--- src/rtl/key_matrix_scan.sv ---
// 4x4 keypad scanner: active-low one-hot row drive, full-frame debounce, single-key press/release events.
// Latency: DEB_FRAMES frames + up to 1 frame of alignment + 3 cycles. No backpressure; event pulses are not held.
module key_matrix_scan #(
    parameter int SCAN_TICKS = 50_000,
    parameter int DEB_FRAMES = 5
) (
    input  logic        Clk,
    input  logic        Reset_n,
    input  logic [3:0]  Col,
    output logic [3:0]  Row,
    output logic [15:0] Key_map,
    output logic        Key_valid,
    output logic [3:0]  Key_code,
    output logic        Key_release,
    output logic        Key_multi
);
    localparam int            TW        = (SCAN_TICKS > 1) ? $clog2(SCAN_TICKS) : 1;
    localparam logic [TW-1:0] TICK_LAST = TW'(SCAN_TICKS - 1);
    localparam logic [TW-1:0] TICK_ONE  = TW'(1);
    localparam logic [3:0]    DEB_MAX   = 4'(DEB_FRAMES);

    logic [3:0]    col_meta_q, col_sync_q;
    logic [TW-1:0] tick_q, tick_d;
    logic [1:0]    row_idx_q, row_idx_d;
    logic [3:0]    row_q, row_d;
    logic [15:0]   raw_q, raw_d;
    logic [15:0]   prev_q, prev_d;
    logic [3:0]    stable_q, stable_d;
    logic [15:0]   map_q, map_d;
    logic [15:0]   old_map_q, old_map_d;
    logic          upd_q, upd_d;
    logic          valid_q, valid_d;
    logic          release_q, release_d;
    logic [3:0]    code_q, code_d;
    logic          multi_q, multi_d;
    logic [15:0]   frame;
    logic [4:0]    map_ones;
    logic [3:0]    map_idx;

    // Scan, capture and debounce; a frame is the raw map with the row-3 bits sampled this cycle.
    always_comb begin
        tick_d    = tick_q + TICK_ONE;
        row_idx_d = row_idx_q;
        row_d     = row_q;
        raw_d     = raw_q;
        prev_d    = prev_q;
        stable_d  = stable_q;
        map_d     = map_q;
        old_map_d = old_map_q;
        upd_d     = 1'b0;
        frame     = {~col_sync_q, raw_q[11:0]};
        if (tick_q == TICK_LAST) begin
            tick_d    = '0;
            row_idx_d = row_idx_q + 2'd1;
            row_d     = ~(4'b0001 << row_idx_d);
            raw_d[{row_idx_q, 2'b00} +: 4] = ~col_sync_q;
            if (row_idx_q == 2'd3) begin
                if (frame == prev_q) begin
                    stable_d = (stable_q == DEB_MAX) ? DEB_MAX : stable_q + 4'd1;
                end else begin
                    stable_d = 4'd1;
                end
                prev_d = frame;
                // Only the frame that first reaches the threshold may update the map.
                if (stable_d == DEB_MAX && stable_q != DEB_MAX && frame != map_q) begin
                    map_d     = frame;
                    old_map_d = map_q;
                    upd_d     = 1'b1;
                end
            end
        end
    end

    always_comb begin
        map_ones = '0;
        map_idx  = '0;
        for (int i = 0; i < 16; i++) begin
            if (map_q[i]) begin
                map_ones = map_ones + 5'd1;
                map_idx  = 4'(i);
            end
        end
    end

    // Events are judged on the map one cycle after it changes; multi-key maps stay silent.
    always_comb begin
        valid_d   = upd_q && (map_ones == 5'd1);
        release_d = upd_q && (map_q == '0) && (old_map_q != '0);
        code_d    = valid_d ? map_idx : code_q;
        multi_d   = (map_ones >= 5'd2);
    end

    always_ff @(posedge Clk) begin
        if (!Reset_n) begin
            col_meta_q <= 4'b1111;
            col_sync_q <= 4'b1111;
            tick_q     <= '0;
            row_idx_q  <= 2'd0;
            row_q      <= 4'b1110;
            raw_q      <= '0;
            prev_q     <= '0;
            stable_q   <= '0;
            map_q      <= '0;
            old_map_q  <= '0;
            upd_q      <= 1'b0;
            valid_q    <= 1'b0;
            release_q  <= 1'b0;
            code_q     <= '0;
            multi_q    <= 1'b0;
        end else begin
            col_meta_q <= Col;
            col_sync_q <= col_meta_q;
            tick_q     <= tick_d;
            row_idx_q  <= row_idx_d;
            row_q      <= row_d;
            raw_q      <= raw_d;
            prev_q     <= prev_d;
            stable_q   <= stable_d;
            map_q      <= map_d;
            old_map_q  <= old_map_d;
            upd_q      <= upd_d;
            valid_q    <= valid_d;
            release_q  <= release_d;
            code_q     <= code_d;
            multi_q    <= multi_d;
        end
    end

    assign Row         = row_q;
    assign Key_map     = map_q;
    assign Key_valid   = valid_q;
    assign Key_code    = code_q;
    assign Key_release = release_q;
    assign Key_multi   = multi_q;
endmodule

--- config.mk ---
export PLATFORM = sky130hd
export DESIGN_NAME = key_matrix_scan
export DESIGN_NICKNAME = d
export VERILOG_FILES = /design/src/rtl/key_matrix_scan.sv
export SDC_FILE = /design/constraint.sdc
export NUM_CORES = 1
export LEC_CHECK = 0
export ABC_AREA = 0
export CORE_ASPECT_RATIO = 0.6
export CORE_MARGIN = 5
export CORE_UTILIZATION = 30
export CTS_BUF_LIST = sky130_fd_sc_hd__clkbuf_4 sky130_fd_sc_hd__clkbuf_8
export CTS_CLUSTER_SIZE = 40
export DETAILED_ROUTE_END_ITERATION = 12
export GPL_TIMING_DRIVEN = 1
export SYNTH_ARGS = -nofsm -noshare
export SYNTH_HDL_FRONTEND = slang
export SYNTH_SLANG_ARGS = --single-unit
--- constraint.sdc ---
create_clock -name Clk -period 11.7 [get_ports Clk]
set_clock_uncertainty 0.15 [all_clocks]
set_input_delay 2.34 -clock Clk [delete_from_list [all_inputs] [get_ports Clk]]
set_output_delay 2.34 -clock Clk [all_outputs]
set_load 0.005 [all_outputs]
---- Yosys cells after proc, flatten, opt, wreduce, memory -nomap -nowiden ----
Cells that the tools add are included.
storage, ports and cells
  register bits after elaboration ......... 106
  input bits .............................. 6
  output and inout port bits .............. 27
  word-level logic and storage cells ...... 97
operators by class
  $add $sub $neg .......................... 19
  order comparisons ....................... 1
  equality and inequality tests ........... 8
  shift operators ......................... 3
  mux-type cells .......................... 37
  bitwise logic cells ..................... 3
  reduce and logical (&&, ||, !) cells .... 11
operators by type and width
  operator                                                                 count
  5-bit by 1-bit adder with 5-bit output (second input constant)           15
  5-bit 2-to-1 mux                                                         15
  4-bit 2-to-1 mux                                                         18
  16-bit by 1-bit adder with 16-bit output (second input constant)         1
  16-bit bitwise mux                                                       1
  16-bit == test                                                           1
  16-bit == test (second input constant)                                   1
  16-bit zero test                                                         1
  16-bit != test                                                           1
  16-bit nonzero test                                                      1
  4-bit by 6-bit variable shift with 16-bit output (first input constant)  1
  4-bit by 6-bit indexed part select with 16-bit output                    1
  4-bit by 3-bit == test with 1-bit output (second input constant)         2
  4-bit NOT                                                                2
  4-bit negator with 6-bit output                                          1
  3-bit AND reduction                                                      2
  5-bit by 1-bit == test with 1-bit output (second input constant)         1
  5-bit by 2-bit >= comparator with 1-bit output (second input constant)   1
  1-bit logical AND                                                        5
  4-bit by 1-bit adder with 4-bit output (second input constant)           1
  4-bit by 3-bit != test with 1-bit output (second input constant)         1
  1-bit by 2-bit left shift with 4-bit output (first input constant)       1
  1-bit 2-to-1 mux                                                         3
  2-bit by 1-bit adder with 2-bit output (second input constant)           1
  other kinds (4)                                                          4

---- Logic depth before layout (Yosys ltp) ----
  word-level depth ........................ 33
  mapped depth ............................ 51
  depth with buffers taken out ............ 51

---- Worst setup path before layout ----
Ideal clock, no wire load.
  path type ............................... reg-to-reg
  start point ............................. reg map_q[0] (netlist: Key_map[0])
  end point ............................... reg code_q[1] (netlist: Key_code[1])
  arrival ................................. 8.650 ns
  path slack .............................. 2.828 ns
  cell stages (with the launch flop) ...... 51
  buffers on the path ..................... 0
  clock period less this slack ............ 8.872 ns
  cells stage by stage .................... dfxtp_1 -> inv_1 -> ha_1 -> xor2_1 -> ha_1 -> nand2b_1 -> o31ai_1 -> inv_1 -> ha_1 -> nand2_1 -> o21ai_0 -> ha_1 -> nand2_1 -> o21a_1 -> nand2_1 -> ha_1 -> nor2b_1 -> a31oi_1 -> (+15 left out) -> nor2b_1 -> nor2_1 -> ha_1 -> nand2_1 -> o31ai_1 -> ha_1 -> mux2i_1 -> inv_1 -> ha_1 -> nand2_1 -> o21ai_0 -> ha_1 -> nand2b_1 -> o32ai_1 -> nand2_1 -> or2_1 -> nor2_2 -> mux2i_1
between the ends
  word-level cells in the longest chain between the ends .. 33
RTL lines
  element                                       RTL line  RTL
  from (decl)                                   29        logic [15:0] map_q, map_d;
  from (signal assigned)                        119       map_q <= map_d;
  1-bit 2-to-1 mux (*)                          78        if (map_q[i]) begin
  5-bit by 1-bit adder with 5-bit output        79        map_ones = map_ones + 5'd1;
  5-bit 2-to-1 mux (*)                          78
  5-bit by 1-bit adder with 5-bit output        79
  5-bit 2-to-1 mux (*)                          78
  5-bit by 1-bit adder with 5-bit output        79
  5-bit 2-to-1 mux (*)                          78
  5-bit by 1-bit adder with 5-bit output        79
  (+17 left out)                                --
  5-bit by 1-bit adder with 5-bit output        79
  5-bit 2-to-1 mux (*)                          78
  5-bit by 1-bit adder with 5-bit output        79
  5-bit 2-to-1 mux (*)                          78
  5-bit by 1-bit adder with 5-bit output        79
  5-bit 2-to-1 mux (*)                          78
  5-bit by 1-bit == test with 1-bit output (*)  87        valid_d = upd_q && (map_ones == 5'd1);
  1-bit logical AND (*)                         87
  to (signal assigned)                          124       code_q <= code_d;
  to (decl)                                     34        logic [3:0] code_q, code_d;
Every way passes the cells marked *; elsewhere a longest branch is shown, timed or not.
A chain may end at the register's enable or synchronous reset.

---- Final worst setup path ----
Ends and elaborated chain as after synthesis.

==> flow_summary.toml <==
[logic_synthesis]
netlist_area_mm2 = 0.00614
synth_async_sr_flop_share = 0
yosys.cell_types.count = 69
yosys_warnings = 0
netlist_instances = 739
synth_edf_count = 0
synth_top_area_frac = 0.332
synth_nets = 770
postSynthAreaPerCell_um2 = 8.31
synth-seq-cells = 102
post-synth-top-area-cell = "dfxtp_1"
portion_of_the_post_synthesis_area_used_by_sequential_elements = 0.332
synth_flop_cell = "dfxtp_1"
post_synth_main_area_contributors = "dfxtp_1 (33%), xnor2_1 (7.4%), nor2_1 (6.0%)"

[pwr]
power_density_mw_per_mm2 = 86.3
irDropWorstVdd_uv = 47.1
static_leakage_power_nw = 2.67

[critical_path]
worst_path_dominant_cell_family = "adder cells"
path_class = "register to register"
worst_setup_path_start_kind = "register"
crit_path_end_kind = "register"
crit_required_ns = 11.86
cp.arrival_ns = 10.15
cpMostUsedCell = "ha_1"
worst_path_largest_cell_delay_ns = 0.45
slowest_stage = "dfxtp_1"
crit_path_max_fanout = 7
count_of_buffering_cells_on_the_critical_path_with_inverters_included = 4

[cts]
clock_pin_slew_on_the_worst_setup_and_hold_paths_ns = 0.11
cts-resized-gates = 0
post-cts-setup-buffers = 0
cts.htree.levels = 3
cts_hold_buffers_added = 0
cts.sinks = 102
cts_made_buffers = 9
clock_latency_ns = 0.38
tritoncts_clock_tree = "done"
clk_root_buffer_cell = "clkbuf_8"
max-clock-path-buffers = 2

[final_layout]
layout.cells.most_common_list = "dfxtp_1 (102), nor2_1 (99), nand2_1 (73), a21oi_1 (60), xnor2_1 (52)"
final_layout_size_suffix_gt1_frac = 0.0627
finalNetCount = 776
seqCellArea_mm2 = 0.00204
synthToLayoutAreaGrowth_pct = 12.1
multi_input_comb_area_mm2 = 0.00387
final_core_utilization = 0.343
layout.cells.most_common = "dfxtp_1"
filler_cell_count = 2103

[die]
design.die.area_mm2 = 0.0235
core_mm2 = 0.0201
pin_count = 33
floorplan.initialDensity = 0.306
rows = 40
dieWidth_um = 195
dieHeight_um = 121

[min_path]
worstHoldPathType = "register to register"

[job]
total_of_max_cap_violations = 0

[sta]
tightestPinTransition_ns = 1.05
fmaxAchievable_mhz = 100
max-slew-margin-rel = 0.302
fin_crit_sh = 0.854
finalHoldViolations = 0
setup-tns-final_ns = 0
period_needed_ns = 9.99
drv_slew = 0
grt_setup_unrepaired = "no"
report.final.setup_viol = 0

[placement]
dp_hpwl_um = 10900
placement.io_buffers = 32
routability_congestion = 0.805

[detailed_routing]
detail-route-antenna-nets = 0
detailedRoute.firstPassIterationCount = 5
detail_route.vias_per_cell = 4.90
routed_wire_length_per_instance_um = 14.5
totalWireLength_um = 14900
routed-via-count = 5013
first_iter_violations = 364
drc = 0

[global_routing]
grt_util_all_layers = 0.125
vias_in_the_first_global_route = 4433
grt_start_max_net_pins = 74
grt.overflow.total = 0
antenna_found_initial = 1
grt_first_pass_wirelength_um = 24000

[status]
run_status = "finished clean"
## worst reg2reg max path, delay by kind of cell (launching register included)
| family | cells | cell delay [ns] |
|---|---|---|
| adders and majority gates | 14 | 4.28 |
| and+or+nand+nor | 16 | 2.01 |
| AOI/OAI and AO/OA | 11 | 1.72 |
| muxes | 3 | 0.66 |
| DFF | 1 | 0.45 |
| buffers and inverters | 4 | 0.33 |
| xor gates and xnor gates | 2 | 0.33 |
## sequential cells by signal (all words and copies together) (netlist names), 12 cells and up
signal / flops
raw_q: 12
old_map_q: 16
prev_q: 16
Key_map: 16
tick_q: 16
## cell type report
class / instances / area share
sequential: 102 / 0.296
timing repair buffer: 35 / 0.0498
multi-input combinational: 574 / 0.562
inverter: 23 / 0.0125
antenna: 1 / 0.000363
tap: 273 / 0.0496
clock buffer: 9 / 0.0180
clock inverter: 7 / 0.0114
## cell usage after synthesis, drive strengths merged, types with 10 or more instances
cell and n:
nor2 100, nand2 73, nand4 14, inv 23, dfxtp 102, a21oi 60
nand2b 15, nor4 13, clkbuf 33, and3 11, mux2i 25, ha 25
nor3 23, xor2 24, o21ai 19, xnor2 57, nand3 20, xnor3 10
## per-stage QoR
| stage | total power [mW] | instance area [µm²] | worst slack (ns) | std cells | hold WS (ns) |
|---|---|---|---|---|---|
| after floorplan | 0.367 | 6140 | 2.83 | 739 | 0.236 |
| after global placement | 0.372 | 6680 | 2.04 | 1007 | 0.243 |
| after detailed placement | 0.372 | 6680 | 1.81 | 1007 | 0.242 |
| after CTS | 0.601 | 6890 | 1.76 | 1023 | 0.265 |
| after global routing | 0.617 | 6890 | 0.954 | 1024 | 0.264 |
| final | 0.594 | 6890 | 1.71 | 1024 | 0.257 |
## report_power, final
part,internal [mW],total (mW),switching (mW)
clock network,0.102,0.231,0.129
logic,0.00428,0.0125,0.00819
registers,0.349,0.351,0.00230
total,0.455,0.594,0.139
## final timing paths
kind / startpoint / endpoint / slack (ns) / cells after the start
max reg2reg: Key_map[0]$_SDFFE_PN0P_ / Key_code[1]$_SDFFE_PN0P_ / 1.71 / 50
max: Key_map[0]$_SDFFE_PN0P_ / Key_code[1]$_SDFFE_PN0P_ / 1.71 / 50
min reg2reg: col_meta_q[0]$_SDFF_PN1_ / col_sync_q[0]$_SDFF_PN1_ / 0.26 / 1
min: col_meta_q[0]$_SDFF_PN1_ / col_sync_q[0]$_SDFF_PN1_ / 0.26 / 1
## layer usage
metal  GRT usage  wire length (µm)  vias up
met5           0                 0        -
met4      0.0222                94        0
met3      0.0283               665       11
met2       0.158              5390      107
met1       0.208              8710     2335
li1            -                 -     2560
## logic make-up (layout without fill, tap and decap cells)
group                    after synthesis  in the layout  synth area share
AO/OA/AOI/OAI                        124            124             0.126
XOR/XNOR                              92             92             0.167
adder cells (fa/ha/maj)               25             25            0.0509
buffers and inverters                 63             74            0.0391
flip-flops                           102            102             0.332
multiplexers                          27             27            0.0464
other                                  0              1                 0
AND/OR/NAND/NOR                      306            306             0.238
(Power assumes the default switching activity.)
